File: src/rtl/mdl_mode_seq.sv
// Command sequencer between the AXI4-Lite control slave and the Ncc-Sign engine:
// launches KEYGEN/SIGN/VERIFY runs, tracks completion/abort/timeout, keeps sticky status.
module mdl_mode_seq #(
    parameter int unsigned CNT_W   = 32,
    parameter logic [31:0] TIMEOUT = 32'd1_000_000
) (
    input  logic             iSYS_CLK,
    input  logic             iSYS_RST,
    input  logic [2:0]       iCTL_MODE,
    input  logic             iSTS_CLR,
    output logic             oENG_START,
    output logic [1:0]       oENG_OP,
    input  logic             iENG_DONE,
    input  logic             iENG_FAIL,
    output logic             oENG_ABORT,
    output logic             oSTS_BUSY,
    output logic             oSTS_DONE,
    output logic [3:0]       oSTS_ERR,
    output logic [CNT_W-1:0] oCYC_CNT
);

    typedef enum logic [1:0] {
        ST_IDLE,
        ST_LAUNCH,
        ST_RUN,
        ST_ABORT
    } state_t;

    localparam logic [CNT_W-1:0] TO_CNT  = CNT_W'(TIMEOUT);
    localparam bit               WDOG_EN = (TIMEOUT != '0);

    state_t           state;
    logic             mode_none;
    logic             mode_op;
    logic             mode_abort;
    logic             mode_ill;
    logic             wdog_hit;
    logic [CNT_W-1:0] cnt_inc;
    logic [3:0]       err_set;
    logic             done_set;
    logic             done_clr;
    logic             err_clr;

    always_comb begin
        mode_none  = (iCTL_MODE == 3'b000);
        mode_op    = (iCTL_MODE inside {3'b001, 3'b010, 3'b011});
        mode_abort = (iCTL_MODE == 3'b111);
        mode_ill   = !mode_none && !mode_op && !mode_abort;
        wdog_hit   = WDOG_EN && (oCYC_CNT == TO_CNT);
        cnt_inc    = (oCYC_CNT == '1) ? oCYC_CNT : oCYC_CNT + CNT_W'(1);
    end

    // Sticky-bit set/clear requests; the set term is OR-ed after the clear so set wins.
    always_comb begin
        err_set  = '0;
        done_set = 1'b0;
        done_clr = iSTS_CLR;
        err_clr  = iSTS_CLR;
        case (state)
            ST_IDLE: begin
                if (mode_abort) begin
                    done_clr = 1'b1;
                    err_clr  = 1'b1;
                end
                if (mode_ill) err_set[0] = 1'b1;
                if (mode_op)  done_clr   = 1'b1;
            end
            ST_RUN: begin
                if (!mode_none && !mode_abort) err_set[1] = 1'b1;
                if (!mode_abort) begin
                    if (iENG_DONE) begin
                        if (iENG_FAIL) err_set[3] = 1'b1;
                        else           done_set   = 1'b1;
                    end else if (wdog_hit) begin
                        err_set[2] = 1'b1;
                    end
                end
            end
            default: begin
                if (!mode_none && !mode_abort) err_set[1] = 1'b1;
            end
        endcase
    end

    always_ff @(posedge iSYS_CLK or posedge iSYS_RST) begin
        if (iSYS_RST) begin
            state      <= ST_IDLE;
            oENG_START <= 1'b0;
            oENG_OP    <= '0;
            oENG_ABORT <= 1'b0;
            oSTS_BUSY  <= 1'b0;
            oSTS_DONE  <= 1'b0;
            oSTS_ERR   <= '0;
            oCYC_CNT   <= '0;
        end else begin
            oENG_START <= 1'b0;
            oENG_ABORT <= 1'b0;
            oSTS_ERR   <= (err_clr ? 4'b0000 : oSTS_ERR) | err_set;
            if (done_set)      oSTS_DONE <= 1'b1;
            else if (done_clr) oSTS_DONE <= 1'b0;

            case (state)
                ST_IDLE: begin
                    if (mode_op) begin
                        state      <= ST_LAUNCH;
                        oENG_OP    <= iCTL_MODE[1:0];
                        oCYC_CNT   <= '0;
                        oENG_START <= 1'b1;
                        oSTS_BUSY  <= 1'b1;
                    end
                end
                ST_LAUNCH: begin
                    oCYC_CNT <= cnt_inc;
                    if (mode_abort) begin
                        state      <= ST_ABORT;
                        oENG_ABORT <= 1'b1;
                    end else begin
                        state <= ST_RUN;
                    end
                end
                ST_RUN: begin
                    if (mode_abort) begin
                        oCYC_CNT   <= cnt_inc;
                        state      <= ST_ABORT;
                        oENG_ABORT <= 1'b1;
                    end else if (iENG_DONE) begin
                        oCYC_CNT  <= cnt_inc;
                        state     <= ST_IDLE;
                        oSTS_BUSY <= 1'b0;
                    end else if (wdog_hit) begin
                        // Counter freezes at TIMEOUT so software reads back the exact limit.
                        state      <= ST_ABORT;
                        oENG_ABORT <= 1'b1;
                    end else begin
                        oCYC_CNT <= cnt_inc;
                    end
                end
                default: begin
                    state     <= ST_IDLE;
                    oSTS_BUSY <= 1'b0;
                end
            endcase
        end
    end

endmodule

File: config.mk
export PLATFORM = sky130hd
export DESIGN_NAME = mdl_mode_seq
export DESIGN_NICKNAME = d
export VERILOG_FILES = /design/src/rtl/mdl_mode_seq.sv
export SDC_FILE = /design/constraint.sdc
export NUM_CORES = 1
export LEC_CHECK = 0
export BUFFER_PORTS_ARGS = -buffer_cell sky130_fd_sc_hd__buf_4
export CORE_MARGIN = 3
export CORE_UTILIZATION = 45
export CTS_CLUSTER_DIAMETER = 40
export DETAILED_ROUTE_END_ITERATION = 6
export PLACE_DENSITY = 0.7
export SLEW_MARGIN = 0
export SYNTH_ARGS = -nofsm -noshare
export SYNTH_HDL_FRONTEND = slang
export SYNTH_SLANG_ARGS = --single-unit
File: constraint.sdc
create_clock -name iSYS_CLK -period 2.5 [get_ports iSYS_CLK]
set_input_delay 0.25 -clock iSYS_CLK [delete_from_list [all_inputs] [get_ports iSYS_CLK]]
set_output_delay 0.25 -clock iSYS_CLK [all_outputs]
set_load 0.03 [all_outputs]
==> summary.txt <==
Status: complete, no violations
Slew HR: 25.71%
Adder-cell share of the synthesized area: 2.780%
Remaining antenna violation count: 0
Seq cells post-synth: 44
DR iter-0 viols: 208
TritonCTS buffer count: 5
WP data arrival: 2.53 ns
Part of the power in the clock network: 17.8%
Synth area leaders: dfrtp_1 41%, o31ai_1 5.8%, o21ai_0 5.7%
GR Overflow Total: 0
Syn. warnings: 0
Most used cell, CP: buf_4
# IOs: 50
Final setup viols: 0
Gr usage total: 21.64%
Row Count: 27
Leading area contributor after synthesis: dfrtp_1
Final #Nets: 386
Area share of the largest cell type after synthesis: 40.78%
Clk_lat worst skew: 0.30 ns
Fmax: 0.4256 GHz
Core area: 0.005642 mm²
Reg2reg path depth: 10
WHS: 0.09282 ns
Logic pwr share: 50.2%
Max IR drop VDD: 0.0005882 V
Root Driver: clkbuf_8
Largest family of logic cells by synthesized area: simple AND/OR/NAND/NOR gates
Cell family with most CP delay: simple AND/OR/NAND/NOR gates
Worst Hold Class: in2async
Commonest non-fill, non-tap cells in the layout: 63 x buf_4, 44 x dfrtp_1, 32 x nand2_1, 31 x o21ai_0, 21 x o31ai_1
Number of buffers and inverters on the critical path: 3
RSZ-0062 raised after global routing: yes
Synth cell types: 51
Leak pwr: 1.416 nW
Mux cell area share after synthesis: 1.576%
Slowest CP cell: dfrtp_1
Setup TNS: 0 ns
Simple logic cell fraction of the synthesized area: 25.90%
Crit path launch type: flop
Routability cong.: 0.8669
Sw Share: 43.39%
Die H: 83.46 µm
Vias per Instance: 6.175
WL final: 7531 µm
Clock sinks: 44
P per Cell Area: 806.4 mW/mm²
Ant diodes: 0
I/O Buffers: 49
Detailed Place HPWL: 5367 µm
Syn_area_per_cell: 8.599 µm²
Post-synthesis xor/xnor area fraction: 0%
CTS tree: built
Main synth FF type: dfrtp_1
Share of cells above drive strength 1: 23.59%
Area growth, synth to finish: 23.59%
Worst path required time: 2.68 ns
Maximum clock path buffer count: 2
Final Hold Fails: 0
Starting density of the core: 47.86%
DIE AREA: 0.006966 mm²
Most common cell after layout, fill and taps aside: buf_4
Switching power total: 0.001168 W
Crit-path max FO: 15
Max-Cap Viols: 0
Crit path capture type: flop
Initial antenna violation count: 0
Async S/R FF share, synth: 100.0%
Pint: 0.001523 W
CP Depth: 10
Part of the cycle the worst path needs: 93.99%
Routed vias: 2,748
Seq/Total Area, Yosys: 40.78%
Worst slew pin tran: 1.107 ns
Clock slew at reported path FFs: 0.09 ns
Largest net degree at the start of global routing: 30
Number of H-tree levels: 2
Die width: 83.46 µm
DR WL/cell: 16.92 µm
Final slew viol count: 0
Minimum clock period: 2.350 ns
Cells after Synth: 314
Hold_buf cts: 0
DRT Pass-1 Iters: 5
Synth Net Count: 328
Area of the mapped netlist: 0.002700 mm²
DRC Markers: 0
Vias in the first global route: 2,677
EDFF count, synth: 0
Slowest stage delay, CP: 0.42 ns
Setup CP Type: reg2reg
First-pass GRT wire length: 12,660 µm
Max Clock Skew: 0.005835 ns
Crit path cell chain: inv_1, ha_1, nor4bb_1, nand4_1, buf_4, nor3_4, nor3_1, nand2_1, buf_4, o21ai_0
Power share of the sequential group: 32.1%
Compound-cell area share of the yosys netlist: 24.79%
## state kept, by name (all words and copies together), names as in the netlist
signal,count
oCYC_CNT,32
oENG_START,1
oSTS_DONE,1
state,2
oSTS_BUSY,1
oENG_ABORT,1
oSTS_ERR,4
oENG_OP,2
## per-stage QoR
stage                     utilization, %  cell area [µm²]  cells  setup WS, ns  power, W
after CTS                          58.75             3314    444       0.06908  0.002671
after global routing               59.15             3337    445      -0.01163  0.002859
after floorplan                        -             2700    314        0.1695  0.001730
after detailed placement           57.06             3219    436      -0.01187  0.002192
final                              59.15             3337    445        0.1502  0.002691
after global placement             57.06             3219    436       0.09957  0.002169
## synth_stat cells, drive strengths merged (2+ instances only)
master	instances
a21oi	20
a311oi	2
a31oi	12
a41oi	3
and2	5
and3	5
buf	6
clkbuf	7
dfrtp	44
ha	6
inv	14
mux2	2
mux2i	2
nand2	32
nand3	14
nand4	14
nor2	20
nor3	10
nor4	8
nor4bb	2
o21a	3
o21ai	32
o21bai	2
o31ai	21
o41ai	2
or2	5
or3	5
## worst paths after layout
| check | from | endpoint | slack, ns |
|---|---|---|---|
| worst max-delay path | oCYC_CNT[0] | oCYC_CNT[19] | 0.15 |
| worst min-delay path | iSYS_RST | oCYC_CNT[30] | 0.09 |
| worst max register to register | oCYC_CNT[0] | oCYC_CNT[19] | 0.15 |
| worst min register to register | oSTS_ERR[3] | oSTS_ERR[3] | 0.50 |
| max in group asynchronous | iSYS_RST | oCYC_CNT[2] | 1.68 |
| min in group iSYS_CLK | iENG_FAIL | oSTS_DONE | 0.16 |
## cell families after synthesis
| group | count (synthesis) |
|---|---|
| muxes | 4 |
| buffers and inverters | 28 |
| DFF | 44 |
| and+or+nand+nor | 127 |
| AOI/OAI and AO/OA | 105 |
| adders and majority gates | 6 |
## power by group through the flow
stage	Sequential (W)	Combinational (W)	Clock [W]
after floorplan	0.00100	0.000727	0
after detailed placement	0.000878	0.00131	0
final	0.000863	0.00135	0.000478
after CTS	0.000864	0.00132	0.000487
after global placement	0.000874	0.00129	0
after global routing	0.000876	0.00147	0.000510
## routing by layer
layer	part of all wire [%]	vias to the layer above	routed length (µm)	GRT usage [%]
li1	-	1302	-	-
met5	0	-	0	0
met4	1.3	0	101	7.456
met1	45	1334	3359	29.36
met3	6.7	11	504	3.455
met2	47	101	3566	35.20
## layout make-up
type                       count  area [µm²]
fill                         521        2305
multi-input combinational    242        1506
sequential                    44        1101
timing repair buffer          64       493.0
clock buffer                   8       90.09
tap                           72       90.09
inverter                      15       56.30
## repair_timing
action | 4_1_cts | 5_1_grt
gates resized for setup | 1 | 2
setup buffers | 0 | 1
endpoints found under the setup margin | 19 | 30
gates cloned | 0 | 0
pin swaps | 0 | 1
(Power assumes the default switching activity.)
